**config.mk**
```make
export PLATFORM = sky130hd
export DESIGN_NAME = div_unit
export DESIGN_NICKNAME = d
export VERILOG_FILES = /design/src/rtl/div_unit.sv
export SDC_FILE = /design/constraint.sdc
export NUM_CORES = 1
export LEC_CHECK = 0
export ABC_AREA = 0
export CAP_MARGIN = 20
export CORE_ASPECT_RATIO = 1.5
export CORE_MARGIN = 1.5
export CORE_UTILIZATION = 45
export CTS_CLUSTER_DIAMETER = 150
export CTS_CLUSTER_SIZE = 10
export DETAILED_ROUTE_END_ITERATION = 16
export HOLD_SLACK_MARGIN = 0.03
export PLACE_DENSITY = 0.62
export SETUP_SLACK_MARGIN = 0.3
export SLEW_MARGIN = 10
export SYNTH_ARGS = -nofsm -noshare
export SYNTH_HDL_FRONTEND = slang
export SYNTH_SLANG_ARGS = --single-unit
export TNS_END_PERCENT = 30
```
**constraint.sdc**
```tcl
create_clock -name clk_i -period 3.8 [get_ports clk_i]
set_clock_uncertainty 0.1 [all_clocks]
set_input_delay 0.38 -clock clk_i [delete_from_list [all_inputs] [get_ports clk_i]]
set_output_delay 0.38 -clock clk_i [all_outputs]
set_load 0.05 [all_outputs]
```
**src/rtl/div_unit.sv**
```systemverilog
// Iterative radix-2 restoring divider for RV32M DIV/DIVU/REM/REMU.
// One quotient bit per cycle; divide-by-zero and signed overflow bypass the loop.
package div_pkg;
  typedef enum logic [1:0] {DIV_ = 2'd0, DIVU_ = 2'd1, REM_ = 2'd2, REMU_ = 2'd3} div_ops_e;
  typedef enum logic {FREE = 1'b0, BUSY = 1'b1} fu_state_e;
endpackage

module div_unit
  import div_pkg::*;
#(
  parameter int DATA_WIDTH = 32
) (
  input  logic                  clk_i,
  input  logic                  rst_i,
  input  logic                  clear_i,
  input  logic                  data_valid_i,
  input  logic [DATA_WIDTH-1:0] dividend_i,
  input  logic [DATA_WIDTH-1:0] divisor_i,
  input  logic [1:0]            operation_i,
  output logic [DATA_WIDTH-1:0] result_o,
  output logic                  data_valid_o,
  output logic                  divide_by_zero_o,
  output logic                  fu_state_o
);
  localparam int DW = DATA_WIDTH;
  localparam int CW = $clog2(DATA_WIDTH);
  localparam logic [DW-1:0] INT_MIN = {1'b1, {(DW-1){1'b0}}};

  typedef enum logic [2:0] {IDLE, PREPARE, DIVIDE, RESTORE, DONE} state_e;
  state_e state_q, state_d;

  logic [DW-1:0] rem_q, quo_q, dsr_q, res_q;
  logic [1:0]    op_q;
  logic          neg_quo_q, neg_rem_q, dbz_q;
  logic [CW-1:0] cnt_q;

  // Encoding: bit1 selects remainder, bit0 clear means signed.
  logic in_rem, in_signed, div_zero, div_ovf, special;
  logic [DW-1:0] special_res;
  assign in_rem    = operation_i[1];
  assign in_signed = ~operation_i[0];
  assign div_zero  = (divisor_i == '0);
  assign div_ovf   = in_signed && (dividend_i == INT_MIN) && (divisor_i == '1);
  assign special   = div_zero | div_ovf;
  always_comb begin
    special_res = '0;
    if (div_zero)    special_res = in_rem ? dividend_i : '1;
    else if (div_ovf) special_res = in_rem ? '0 : INT_MIN;
  end

  // Shifted partial remainder is DW+1 bits wide; the top bit of the difference is the borrow.
  logic [DW:0] trial;
  assign trial = {rem_q, quo_q[DW-1]} - {1'b0, dsr_q};

  always_ff @(posedge clk_i) begin
    if (rst_i) state_q <= IDLE;
    else       state_q <= state_d;
  end

  always_comb begin
    state_d = state_q;
    case (state_q)
      IDLE:    if (data_valid_i) state_d = special ? DONE : PREPARE;
      PREPARE: state_d = DIVIDE;
      DIVIDE:  if (cnt_q == CW'(DW - 1)) state_d = RESTORE;
      RESTORE: state_d = DONE;
      DONE:    state_d = IDLE;
      default: state_d = IDLE;
    endcase
    if (clear_i) state_d = IDLE;
  end

  always_comb begin
    fu_state_o = (state_q == IDLE) ? FREE : BUSY;
  end

  always_ff @(posedge clk_i) begin
    if (rst_i) begin
      rem_q <= '0; quo_q <= '0; dsr_q <= '0; res_q <= '0;
      op_q <= '0; neg_quo_q <= 1'b0; neg_rem_q <= 1'b0; dbz_q <= 1'b0;
      cnt_q <= '0;
      result_o <= '0; data_valid_o <= 1'b0; divide_by_zero_o <= 1'b0;
    end else begin
      data_valid_o <= 1'b0;
      if (!clear_i) begin
        case (state_q)
          IDLE: if (data_valid_i) begin
            op_q  <= operation_i;
            quo_q <= dividend_i;
            dsr_q <= divisor_i;
            rem_q <= '0;
            cnt_q <= '0;
            res_q <= special_res;
            dbz_q <= div_zero;
          end
          PREPARE: begin
            if (!op_q[0]) begin
              quo_q     <= quo_q[DW-1] ? -quo_q : quo_q;
              dsr_q     <= dsr_q[DW-1] ? -dsr_q : dsr_q;
              neg_quo_q <= quo_q[DW-1] ^ dsr_q[DW-1];
              neg_rem_q <= quo_q[DW-1];
            end else begin
              neg_quo_q <= 1'b0;
              neg_rem_q <= 1'b0;
            end
          end
          DIVIDE: begin
            rem_q <= trial[DW] ? {rem_q[DW-2:0], quo_q[DW-1]} : trial[DW-1:0];
            quo_q <= {quo_q[DW-2:0], ~trial[DW]};
            cnt_q <= cnt_q + CW'(1);
          end
          RESTORE: begin
            if (op_q[1]) res_q <= neg_rem_q ? -rem_q : rem_q;
            else         res_q <= neg_quo_q ? -quo_q : quo_q;
          end
          DONE: begin
            result_o         <= res_q;
            divide_by_zero_o <= dbz_q;
            data_valid_o     <= 1'b1;
          end
          default: ;
        endcase
      end
    end
  end
endmodule

```
# [Word level (Yosys, flattened, before mapping)]
# Cells that the tools add are included.
[classes] bitwise_logic=5 eq_ne=12 n_reduce_logical=19 n_mux=30 n_addsub=5
[ops] cell="two-way mux 32 bit" n=16
[ops] cell="one-hot mux 32 bit (2 select lines)" n=3
[ops] cell="negator 32 bit" n=3
[ops] cell="one-hot mux 32 bit (3 select lines)" n=1
[ops] cell="equality test 32 bit (second input constant)" n=2
[ops] cell="subtractor 33 x 32 -> 33 bit" n=1
[ops] cell="logical NOT 32 bit" n=1
[ops] cell="one-hot mux 3 bit (4 select lines)" n=1
[ops] cell="inequality test 2 bit (second input constant)" n=5
[ops] cell="one-hot mux 5 bit (2 select lines)" n=1
[ops] cell="AND reduction 5 bit" n=2
[ops] cell="two-way mux 3 bit" n=3
[ops] cell="AND reduction 3 bit" n=3
[ops] cell="AND reduction 4 bit" n=2
[ops] cell="equality test 3 x 2 -> 1 bit (second input constant)" n=2
[ops] cell="AND reduction 2 bit" n=3
[ops] cell="nonzero test 2 bit" n=3
[ops] cell="adder 5 x 1 -> 5 bit (second input constant)" n=1
[ops] cell="equality test 5 bit (second input constant)" n=1
[ops] cell="two-way mux 5 bit" n=1
[ops] cell="two-way mux 1 bit" n=4
[ops] cell="equality test 3 x 1 -> 1 bit (second input constant)" n=1
[ops] cell="equality test 3 bit (second input constant)" n=1
[ops] cell="logical NOT 3 bit" n=1
[ops] cell="other kinds (6)" n=9
[word_totals] regBits=175 elab_cells=86

# [Longest topological paths before layout]
# Gate-level depths: netlist of run 1.
[logic_depth] depth_word=7 ltp_mapped=14 depth_no_buf=12

# [Worst setup path after synthesis of run 1]
# OpenSTA, ideal clock, no wires.
[synth_timing] path_type="reg-to-reg" start="register quo_q[31]" end="register rem_q[31]" path_buffers=2 t_arrival_ns=3.219 synth_period_minus_slack_ns=3.398 stages_incl_launch_ff=15 setup_time_ns=0.079 required_time_ns=3.621 slack_ns=0.402 path_cell_list="dfxtp_1 -> clkbuf_1 -> inv_1 -> ha_1 -> fa_1 -> nand2b_1 -> a21oi_1 -> o31a_1 -> a21boi_0 -> o211ai_1 -> and3_1 -> clkbuf_1 -> nand2_1 -> or4_1 -> o211ai_1"
[synth_via] elab_chain_cells=3
[synth_rtl] element="start: declaration" line_no="32" source="logic [DW-1:0] rem_q, quo_q, dsr_q, res_q;"
[synth_rtl] element="start signal: assignment" line_no="89" source="quo_q <= dividend_i;"
[synth_rtl] element="start signal: assignment" line_no="98" source="quo_q <= quo_q[DW-1] ? -quo_q : quo_q;"
[synth_rtl] element="start signal: assignment" line_no="109" source="quo_q <= {quo_q[DW-2:0], ~trial[DW]};"
[synth_rtl] element="subtractor 33 x 32 -> 33 bit" line_no="53" source="assign trial = {rem_q, quo_q[DW-1]} - {1'b0, dsr_q};"
[synth_rtl] element="two-way mux 32 bit" line_no="108" source="rem_q <= trial[DW] ? {rem_q[DW-2:0], quo_q[DW-1]} : trial[DW-1:0];"
[synth_rtl] element="one-hot mux 32 bit (2 select lines)" line_no="86" source="case (state_q)"
[synth_rtl] element="end signal: assignment" line_no="108"
[synth_rtl] element="end: declaration" line_no="32"
# No other way between the ends.
# A chain may end at the register's enable or synchronous reset.

# [Worst setup path in the final report of run 1]
[layout_timing] start="register rem_q[7]" end="register res_q[24]"
[layout_via] elab_chain_cells=4
[layout_rtl] element="negator 32 bit" line_no="113" source="if (op_q[1]) res_q <= neg_rem_q ? -rem_q : rem_q;"
[layout_rtl] element="two-way mux 32 bit (2 in a row)" line_no="113"
[layout_rtl] element="one-hot mux 32 bit (2 select lines)" line_no="86"
[layout_rtl] element="end signal: assignment" line_no="93" source="res_q <= special_res;"
[layout_rtl] element="end signal: assignment" line_no="113"
[layout_rtl] element="end signal: assignment" line_no="114" source="else res_q <= neg_quo_q ? -quo_q : quo_q;"
[layout_rtl] element="end: declaration" line_no="32"
# No other way between the ends.

==> results of run 1 <==
## cells in the final DEF (no fill, tap or decap), types with 31 or more instances in the layout
cell | netlist | final
a21oi_1 | 140 | 140
clkdlybuf4s50_1 | 0 | 103
ha_1 | 38 | 38
dfxtp_1 | 175 | 175
nor4_1 | 31 | 31
o21ai_0 | 146 | 145
nand2_1 | 209 | 209
buf_4 | 0 | 44
inv_1 | 46 | 46
xor2_1 | 42 | 42
nor3_1 | 55 | 54
nor2_1 | 192 | 189
xnor2_1 | 53 | 53
## sequential cells by signal (all words and copies together), names as in the netlist, 2 cells and up
name      count
dsr_q        32
quo_q        32
rem_q        32
res_q        32
result_o     32
cnt_q         5
state_q       3
op_q          2
## path summary, 6_finish.rpt
check	from	to	slack [ns]	cells past startpoint
setup / recovery	rem_q[7]$_SDFFE_PP0P_	res_q[24]$_SDFFE_PP0P_	0.48	8
hold / removal	rst_i	op_q[1]$_SDFFE_PP0P_	0.34	2
setup reg to reg	rem_q[7]$_SDFFE_PP0P_	res_q[24]$_SDFFE_PP0P_	0.48	8
hold reg to reg	res_q[30]$_SDFFE_PP0P_	result_o[30]$_SDFFE_PP0P_	0.35	2
## logic make-up after synthesis
kind of cell,Yosys count,synth area share [%]
simple gates,626,24.81
compound gates,510,27.69
flops,175,29.41
buf+inv,172,5.525
xor+xnor,95,6.985
fa+ha+maj,39,4.159
mux,17,1.428
## worst max-delay path, cell delays in order, from the launching register on
cell and delay (ns):
dfxtp_1 0.39, or4_1 0.59, nor3_1 0.35, nand4b_1 0.47, o41ai_1 0.46, xor2_1 0.19, a222oi_1 0.46, nand2_1 0.10
a21oi_1 0.12
## layout make-up
cell class | instances | area (um^2) | area share [%]
tap | 333 | 416.7 | 3.012
clock inverter | 13 | 108.9 | 0.7870
clock buffer | 19 | 442.9 | 3.202
inverter | 46 | 172.7 | 1.248
antenna | 1 | 2.502 | 0.01809
timing repair buffer | 149 | 1401 | 10.13
sequential | 175 | 3503 | 25.33
multi-input combinational | 1287 | 7784 | 56.27
## where the power goes
group          internal [mW]  switching, mW  total, mW
sequential              1.90         0.0818       1.98
combinational          0.439          0.662       1.10
clock                  0.869          0.825       1.69
total                   3.20           1.57       4.77
## routing by layer
layer | up-vias | routed length (um) | part of all wire [%]
met1 | 5808 | 16260 | 40
met3 | 106 | 2062 | 5.1
met2 | 438 | 20170 | 50
li1 | 6026 | - | -
met5 | - | 0 | 0
met4 | 0 | 2221 | 5.5
## metrics by stage
step	hold WS [ns]	instance area (um^2)	setup WS [ns]	util [%]	power, mW
5_1_grt	0.3631	13830	0.2987	53.30	4.992
2_1_floorplan	0.3288	11910	0.4018	-	2.739
4_1_cts	0.3396	13820	0.3616	53.28	4.789
3_3_place_gp	0.3380	13270	0.3912	51.16	3.099
6_report	0.3352	13830	0.4801	53.31	4.772
3_5_place_dp	0.3445	13270	0.3960	51.16	3.102
==> key figures, run 1 <==
Logic synthesis
  • Gate Count Post-Synth: 1634
  • Main area contributors after synthesis: dfxtp_1 (29%), nand2_1 (6.6%), o21ai_0 (6.1%)
  • Avg Synthesized Cell Area: 7.290 um^2
  • Main flop type after synthesis: dfxtp_1
  • Net count after synthesis: 1743
  • Synthesis Warnings: 0
  • Synthesized flop and latch total: 175
  • Area leader, netlist: dfxtp_1
  • Most frequent cell after synthesis: nand2_1
  • Library cells used by synthesis: 77
  • Post-Syn Area: 0.01191 mm^2
  • Post-synth EDFFs: 0
  • Share of the yosys chip area belonging to registers: about 29%
  • Top cells by count, synth: nand2_1 (209), nor2_1 (192), dfxtp_1 (175)
  • Async SR Flop Fraction: 0%
  • Post-synth top area share: 29.41%

Clock network
  • Worst-path clk slew: 0.07 ns
  • Worst skew pair latency: ~0.45 ns
  • Max clock buf depth: 2
  • H-tree depth: 4
  • CTS tree: built
  • Root buf cell: clkbuf_16
  • # clock sinks: roughly 180
  • Total CTS buffers: 17
  • Post-CTS setup buffer count: 0
  • Hold buffers post-CTS: 0
  • PostCTS Resize Cnt: 0

Worst setup path
  • Crit Path Max Fanout: 9
  • Critical path class: flip-flop to flip-flop
  • Critical path capture point type: flip-flop
  • CP required: 4.08 ns
  • CP Launch Type: flip-flop
  • WP data arrival: between 3 and 4 ns

Place
  • # port buffers: 104
  • Gpl congestion: 0.9048
  • HPWL after detailed placement: 29900 um
  • Placed insts: 1990

Timing
  • Worst slew pin tran: about 1.1 ns
  • Final setup vio count: 0
  • Max-slew violations: 0
  • RSZ-0062 raised after global routing: true
  • Final Critical Period: 3.320 ns
  • Period utilization: 87.37%
  • Fin Setup TNS: 0 ns
  • Final hold violation count: 0
  • Rel. slew slack: 25.77%
  • Fmax: 301.2 MHz

Power
  • Worst vdd ir: 0.3396 mV
  • Pwr/cell area: 345.0 mW/mm^2
  • LEAKAGE: 5.060 nW

Drt
  • Total Wirelength: approximately 40000 um
  • Detailed-route DRC error count: 0
  • DR iter-0 viols: 1172
  • Via count: 12378
  • WL/cell: 20.13 um
  • First-pass DRT Iterations: 7
  • Via-to-Cell Ratio: 6.119
  • Post-DRT Antenna Nets: 0

GRT
  • Pin count of the biggest net entering global routing: 92
  • Grt ovf: 0
  • M1 GR Usage: 35.01%
  • Initial antenna violation count: 1
  • Grt met2 use: 50.98%
  • Vias in the first global route: 11457
  • Global-route wire length before repair: 63680 um
  • GR Layer Usage met3: ~3.7%
  • Global routing's busiest layer: met2
  • All-Layer GR Usage: 29.57%

Hold path
  • Worst Hold Class: input pin to flip-flop

Floorplanning
  • Total Die Area: 0.02748 mm^2
  • Initial core utilization: 45.92%
  • Total I/O pin count: 105
  • Die Y: 202.3 um
  • Placeable Area: 0.02594 mm^2
  • Die W: 135.8 um
  • Row count: a little over 70

Flow run
  • Number of max-cap violations: 0

Outcome
  • Status: finished clean

Cells and area
  • Share of cells above drive strength 1: 6.276%
  • # nets final: 1785
  • Synthesis-to-layout area growth: 16.11%
  • Filler cells: ~2600
  • Layout Cells excl Fill: around 2000
No activity file was read; power rests on OpenSTA's default activity.
==> run 2: changes to the inputs <==
--- a/config.mk
+++ b/config.mk
@@ -6,6 +6,7 @@
 export NUM_CORES = 1
 export LEC_CHECK = 0
 export ABC_AREA = 0
+export ABC_CLOCK_PERIOD_IN_PS = 3800
 export CAP_MARGIN = 20
 export CORE_ASPECT_RATIO = 1.5
 export CORE_MARGIN = 1.5
==> results of run 2 <==
The final DEF is identical to that of run 1; final timing and power are the same.
